### config.mk
export PLATFORM = sky130hd
export DESIGN_NAME = text_row_fetcher
export DESIGN_NICKNAME = d
export VERILOG_FILES = /design/src/rtl/text_row_fetcher.sv
export SDC_FILE = /design/constraint.sdc
export NUM_CORES = 1
export LEC_CHECK = 0
export ABC_CLOCK_PERIOD_IN_PS = 3400
export CAP_MARGIN = 20
export CORE_MARGIN = 2
export CORE_UTILIZATION = 61
export DETAILED_ROUTE_END_ITERATION = 7
export PLACE_DENSITY = 0.85
export SYNTH_ARGS = -nofsm -noshare
export SYNTH_HDL_FRONTEND = slang
export SYNTH_SLANG_ARGS = --single-unit
export TNS_END_PERCENT = 1
### constraint.sdc
create_clock -name clk_pix -period 3.4 [get_ports clk_pix]
set_clock_uncertainty 0.1 [all_clocks]
set_input_delay 0.68 -clock clk_pix [delete_from_list [all_inputs] [get_ports clk_pix]]
set_output_delay 0.68 -clock clk_pix [all_outputs]
set_load 0.03 [all_outputs]
### src/rtl/text_row_fetcher.sv
// -----------------------------------------------------------------------------
// text_row_fetcher
//
// Prefetches one character row of text-mode video memory into a double-buffered
// line buffer, one display line ahead of use. The PPU reads cell codes from the
// front buffer while the back buffer is filled from the shared video RAM port.
//
// Optional feature: define TEXT_ROW_ATTR_EN to also fetch one attribute byte
// per cell (COLS extra reads from ATTR_BASE) into a parallel attribute buffer.
// Without it rd_attr is a constant 8'h00.
//
// Ports
//   clk_pix       pixel clock, all logic on the rising edge
//   rst_n         asynchronous active-low reset
//   sy            signed current line, valid when line=1
//   line          1-cycle pulse at start of each line
//   frame         1-cycle pulse at start of frame (aborts a fetch)
//   vram_rd       read request (only while fetching)
//   vram_addr     read address, held while vram_rd & ~vram_gnt
//   vram_gnt      request accepted this cycle
//   vram_data     read data, valid the cycle after an accepted request
//   rd_col        front-buffer column read by the PPU
//   rd_char       code at rd_col, 1-cycle latency
//   rd_attr       attribute at rd_col, 1-cycle latency
//   busy          fetch in progress
//   underrun      sticky: a swap was due but the back buffer was incomplete
//   underrun_clr  clears underrun (a new underrun in the same cycle wins)
// -----------------------------------------------------------------------------
module text_row_fetcher #(
    parameter int CORDW     = 12,
    parameter int COLS      = 64,
    parameter int ROWS      = 37,
    parameter int CHAR_H    = 16,
    parameter int VRAM_AW   = 12,
    parameter int VRAM_BASE = 0,
    parameter int ATTR_BASE = 2048
) (
    input  logic                      clk_pix,
    input  logic                      rst_n,
    input  logic signed [CORDW-1:0]   sy,
    input  logic                      line,
    input  logic                      frame,
    output logic                      vram_rd,
    output logic [VRAM_AW-1:0]        vram_addr,
    input  logic                      vram_gnt,
    input  logic [7:0]                vram_data,
    input  logic [$clog2(COLS)-1:0]   rd_col,
    output logic [7:0]                rd_char,
    output logic [7:0]                rd_attr,
    output logic                      busy,
    output logic                      underrun,
    input  logic                      underrun_clr
);

    localparam int COL_W       = $clog2(COLS);
    localparam int FRAME_LINES = ROWS * CHAR_H;

    localparam logic [1:0] ST_IDLE  = 2'd0;
    localparam logic [1:0] ST_FETCH = 2'd1;
    localparam logic [1:0] ST_DRAIN = 2'd2;

`ifdef TEXT_ROW_ATTR_EN
    localparam bit ATTR_ON = 1'b1;
`else
    localparam bit ATTR_ON = 1'b0;
`endif

    logic [1:0]         state_q, state_d;
    logic [COL_W-1:0]   k_q, k_d;
    logic               phase_q, phase_d;       // 1 = attribute pass
    logic [VRAM_AW-1:0] row_off_q, row_off_d;   // r*COLS of the row being fetched
    logic [VRAM_AW-1:0] addr_q, addr_d;
    logic               wr_en_q, wr_en_d;       // data for a granted request arrives now
    logic [COL_W-1:0]   wr_idx_q, wr_idx_d;
    logic               wr_attr_q, wr_attr_d;
    logic               front_q, front_d;
    logic               ready_q, ready_d;
    logic               underrun_q, underrun_d;
    logic [7:0]         rd_char_q, rd_char_d;

    logic [7:0] code_mem [2*COLS];

    int                 sy_int;
    int                 nxt_int;
    logic               row_start;
    logic               launch;
    logic               ready_now;
    logic [VRAM_AW-1:0] launch_off;

    always_comb begin
        sy_int     = int'(sy);
        nxt_int    = sy_int + 1;
        row_start  = (sy_int >= 0) && (sy_int < FRAME_LINES) && ((sy_int % CHAR_H) == 0);
        launch     = (nxt_int >= 0) && (nxt_int < FRAME_LINES) && ((nxt_int % CHAR_H) == 0);
        launch_off = VRAM_AW'((nxt_int / CHAR_H) * COLS);
    end

    always_comb begin
        state_d    = state_q;
        k_d        = k_q;
        phase_d    = phase_q;
        row_off_d  = row_off_q;
        addr_d     = addr_q;
        wr_en_d    = 1'b0;
        wr_idx_d   = k_q;
        wr_attr_d  = phase_q;
        front_d    = front_q;
        ready_d    = ready_q;
        underrun_d = underrun_q;
        ready_now  = ready_q;

        case (state_q)
            ST_FETCH: begin
                if (vram_gnt) begin
                    wr_en_d = 1'b1;
                    if (k_q == COL_W'(COLS - 1)) begin
                        if (ATTR_ON && !phase_q) begin
                            phase_d = 1'b1;
                            k_d     = '0;
                            addr_d  = VRAM_AW'(ATTR_BASE) + row_off_q;
                        end else begin
                            state_d = ST_DRAIN;
                        end
                    end else begin
                        k_d    = k_q + 1'b1;
                        addr_d = addr_q + 1'b1;
                    end
                end
            end
            ST_DRAIN: begin
                // Last data word is written this cycle.
                state_d = ST_IDLE;
                ready_d = 1'b1;
            end
            default: ;
        endcase

        // Frame abort is applied before the line actions, so a coincident
        // row-start swap sees ready already cleared.
        if (frame) begin
            state_d   = ST_IDLE;
            ready_d   = 1'b0;
            ready_now = 1'b0;
        end

        if (underrun_clr) begin
            underrun_d = 1'b0;
        end

        if (line && row_start) begin
            if (ready_now) begin
                front_d = ~front_q;
                ready_d = 1'b0;
            end else begin
                underrun_d = 1'b1;
                state_d    = ST_IDLE;
                ready_d    = 1'b0;
            end
        end

        if (line && launch) begin
            state_d   = ST_FETCH;
            k_d       = '0;
            phase_d   = 1'b0;
            row_off_d = launch_off;
            addr_d    = VRAM_AW'(VRAM_BASE) + launch_off;
            ready_d   = 1'b0;
        end

        rd_char_d = code_mem[{front_q, rd_col}];
    end

    always_ff @(posedge clk_pix or negedge rst_n) begin
        if (!rst_n) begin
            state_q    <= ST_IDLE;
            k_q        <= '0;
            phase_q    <= 1'b0;
            row_off_q  <= '0;
            addr_q     <= '0;
            wr_en_q    <= 1'b0;
            wr_idx_q   <= '0;
            wr_attr_q  <= 1'b0;
            front_q    <= 1'b0;
            ready_q    <= 1'b0;
            underrun_q <= 1'b0;
            rd_char_q  <= 8'h00;
        end else begin
            state_q    <= state_d;
            k_q        <= k_d;
            phase_q    <= phase_d;
            row_off_q  <= row_off_d;
            addr_q     <= addr_d;
            wr_en_q    <= wr_en_d;
            wr_idx_q   <= wr_idx_d;
            wr_attr_q  <= wr_attr_d;
            front_q    <= front_d;
            ready_q    <= ready_d;
            underrun_q <= underrun_d;
            rd_char_q  <= rd_char_d;
        end
    end

    // Buffer RAM: not reset. The back bank is always the one not selected as front.
    always_ff @(posedge clk_pix) begin
        if (wr_en_q && !wr_attr_q) begin
            code_mem[{~front_q, wr_idx_q}] <= vram_data;
        end
    end

`ifdef TEXT_ROW_ATTR_EN
    logic [7:0] attr_mem [2*COLS];
    logic [7:0] rd_attr_q;

    always_ff @(posedge clk_pix) begin
        if (wr_en_q && wr_attr_q) begin
            attr_mem[{~front_q, wr_idx_q}] <= vram_data;
        end
    end

    always_ff @(posedge clk_pix or negedge rst_n) begin
        if (!rst_n) begin
            rd_attr_q <= 8'h00;
        end else begin
            rd_attr_q <= attr_mem[{front_q, rd_col}];
        end
    end

    assign rd_attr = rd_attr_q;
`else
    assign rd_attr = 8'h00;
`endif

    assign vram_rd   = (state_q == ST_FETCH);
    assign vram_addr = addr_q;
    assign busy      = (state_q != ST_IDLE);
    assign underrun  = underrun_q;
    assign rd_char   = rd_char_q;

endmodule

==> results.toml <==
[placement]
gp_congestion = 0.8939
port_buffers = 54
dp_hpwl_mm = 60.08

[setup_path]
worst_path_largest_cell_delay_ns = 0.86
crit_buf_inv = 0
worstSetupPathType = "reg2reg"
cp_max_fo = 16
slowest_stage = "dfrtp_1"
critPathLaunchType = "register"
critPathCaptureType = "register"
cp.required_ns = 3.59
crit_family = "simple AND/OR/NAND/NOR gates"
crit_chain = "nor2b_1, nand2_1, nor2_1"
rrSetupSlack_ns = 0.36
cp.arrival_ns = 3.22

[clock_network]
clk_latency_ns = 0.70
cts_buffer_depth = 3
path_clk_slew_ns = 0.07
cts_resized = 0
hold_buffers = 0
htreeDepth = 3
post_cts_buffers = 0
clock-sinks = 1062
cts_tree = "yes"
cts_root_buf = "clkbuf_16"
cts-buffers-inserted = 99

[timing]
finalCriticalPeriod_ns = 3.037
finalCritPeriodShare_pct = 89.34
rsz0062_at_grt = "no"
finalSetupViolations = 0
finalMaxSlewViolations = 0
clock.fmax_mhz = 329.2
tightest_slew_ns = 1.076
hold_violations = 0
hold_slack_ns = 0.07153
maxSlewHeadroom_pct = 28.03

[drt]
vias_per_cell = 7.115
drc = 0
wirelength_mm = 108.0
wl_per_cell_um = 36.53
drt_first_pass_iters = 7
initialDrtViolationCount = 3502
ant_nets = 0
via_count = 21033

[synthesis]
synth_top_family_by_area = "multiplexers"
synth.top_cell.area_share_pct = 74.52
synth_area_leaders = "edfxtp_1 75%, mux4_2 18%, dfrtp_1 2.3%"
synth_adder_area_share_pct = 0.2062
synth_xor_area_share_pct = 0.4882
async_reset_ff_share_pct = 3.578
yosys_warnings = 0
muxShareOfSynthArea_pct = 18.75
synth_compound_area_share_pct = 0.1789
yosysUniqueCellTypes = 38
synth_edf_count = 1024
synthesis.area_um2 = 41270
synthFlopType = "edfxtp_1"
synth_cells = 1789
avgSynthCellArea_um2 = 23.07
yosys.area_share.simple_pct = 2.377
ys_seq_elements = 1062
yosysTopAreaCell = "edfxtp_1"
ys_seq_area_share_pct = 76.82

[power]
total_power_w = 0.02741
power.leakage_nw = 15.08
powerDensity_nw_per_um2 = 579.4
vdd_ir_drop_max_v = 0.0004950

[finish]
nFillCells = 3545
fin_nets = 2035
final_common_cell = "edfxtp_1"
final_layout_size_suffix_gt1_share_pct = 31.40
final_cell_mix = "1,024 x edfxtp_1, 336 x mux4_2, 138 x nor2_1, 122 x buf_4, 101 x clkbuf_16"
diodes = 0
area_growth_pct = 14.64

[status]
status = "completed"

[global_route]
grt_max_degree = 129
grt_pass1_vias = 21690
grt_overflow = 0
grt_first_pass_wirelength_mm = 156.7
grt_util_all_layers_pct = 31.91
grt_antenna_before_repair = 3

[floorplanning]
core_um2 = 67040
initial_core_util_pct = 61.55
num_rows = 95
die_w_um = 264.1
dieArea_um2 = 69750
die_h_um = 264.1
num_io_pins = 63

[job]
maxCapViolCount = 0

[worst_hold_path]
hold_class = "in2async"
[synth_stat cells, types with 5 or more instances]
| cell | n |
|---|---|
| edfxtp_1 | 1024 |
| mux4_2 | 336 |
| nor2_1 | 138 |
| clkbuf_1 | 44 |
| dfrtp_1 | 38 |
| buf_2 | 22 |
| nand2_1 | 22 |
| buf_1 | 21 |
| nand3_1 | 20 |
| xor2_1 | 17 |
| nor2b_1 | 13 |
| buf_4 | 12 |
| nand4_1 | 10 |
| nor3_1 | 10 |
| mux2_2 | 9 |
| inv_1 | 7 |
| mux2i_1 | 7 |
| ha_1 | 6 |
| xnor2_1 | 6 |
| and3_1 | 5 |
[cell type report]
cell class	instances	area (um^2)	area share, %
clock buffers	123	2630	5.559
clock inverters	64	723.2	1.529
inverters	7	26.28	0.05554
multi-input cells	627	9110	19.26
flip-flops and latches	1062	31700	67.01
well taps	873	1092	2.309
repair buffers	200	2027	4.284
[worst paths after layout]
check                           startpoint             end  cells past startpoint
worst max-delay path               front_q  code_mem[7][1]                      3
worst min-delay path                 rst_n    vram_addr[8]                      1
worst max register to register     front_q  code_mem[7][1]                      3
worst min register to register      k_q[4]     wr_idx_q[4]                      0
max in group asynchronous            rst_n      rd_char[4]                      1
min in group clk_pix                k_q[4]     wr_idx_q[4]                      0
[metal layers]
metal | track usage (%) | up-vias | routed length [um]
met2 | 53.43 | 1810 | 54830
met4 | 15.25 | 2 | 6190
met5 | 0 | - | 11
li1 | - | 7952 | -
met3 | 5.695 | 372 | 11660
met1 | 41.25 | 10897 | 35290
[cell families (layout without fill, tap and decap cells)]
logic type                 after synthesis  count (layout)
DFF                                   1062            1062
muxes                                  352             352
and+or+nand+nor                        226             226
buffers and inverters                  107             394
xor gates and xnor gates                23              23
AOI/OAI and AO/OA                       11              11
adders and majority gates                7               7
other                                    1               8
[worst register-to-register path: stages, from the launching register on]
cell,delay (ns)
dfrtp_1,0.86
nor2b_1,0.48
nand2_1,0.37
nor2_1,0.83
[power breakdown]
part | internal [W] | total [W] | switching (W) | leakage (nW)
Sequential | 0.0144 | 0.0144 | 0.0000445 | 9.71
Clock | 0.00652 | 0.0115 | 0.00502 | 1.64
Combinational | 0.000624 | 0.00146 | 0.000841 | 3.74
[sequential cells by signal, summed over array words and instances (netlist names), 2 cells and up]
register and flops:
k_q 6, vram_addr 12, wr_idx_q 6, code_mem 1024
rd_char 8, state_q 2
[through the flow]
| stage | instance area [um^2] | TNS (ns) | setup slack (ns) | util (%) | instances |
|---|---|---|---|---|---|
| floorplan | 41290 | 0 | 0.1407 | - | 1796 |
| detailed placement | 43960 | -0.2246 | -0.09905 | 65.57 | 2769 |
| global placement | 43960 | -0.02762 | -0.02762 | 65.57 | 2769 |
| CTS | 47310 | 0 | 0.4893 | 70.57 | 2956 |
| global route | 47310 | 0 | 0.2942 | 70.57 | 2956 |
| finish | 47310 | 0 | 0.3626 | 70.57 | 2956 |
(Power assumes the default switching activity.)
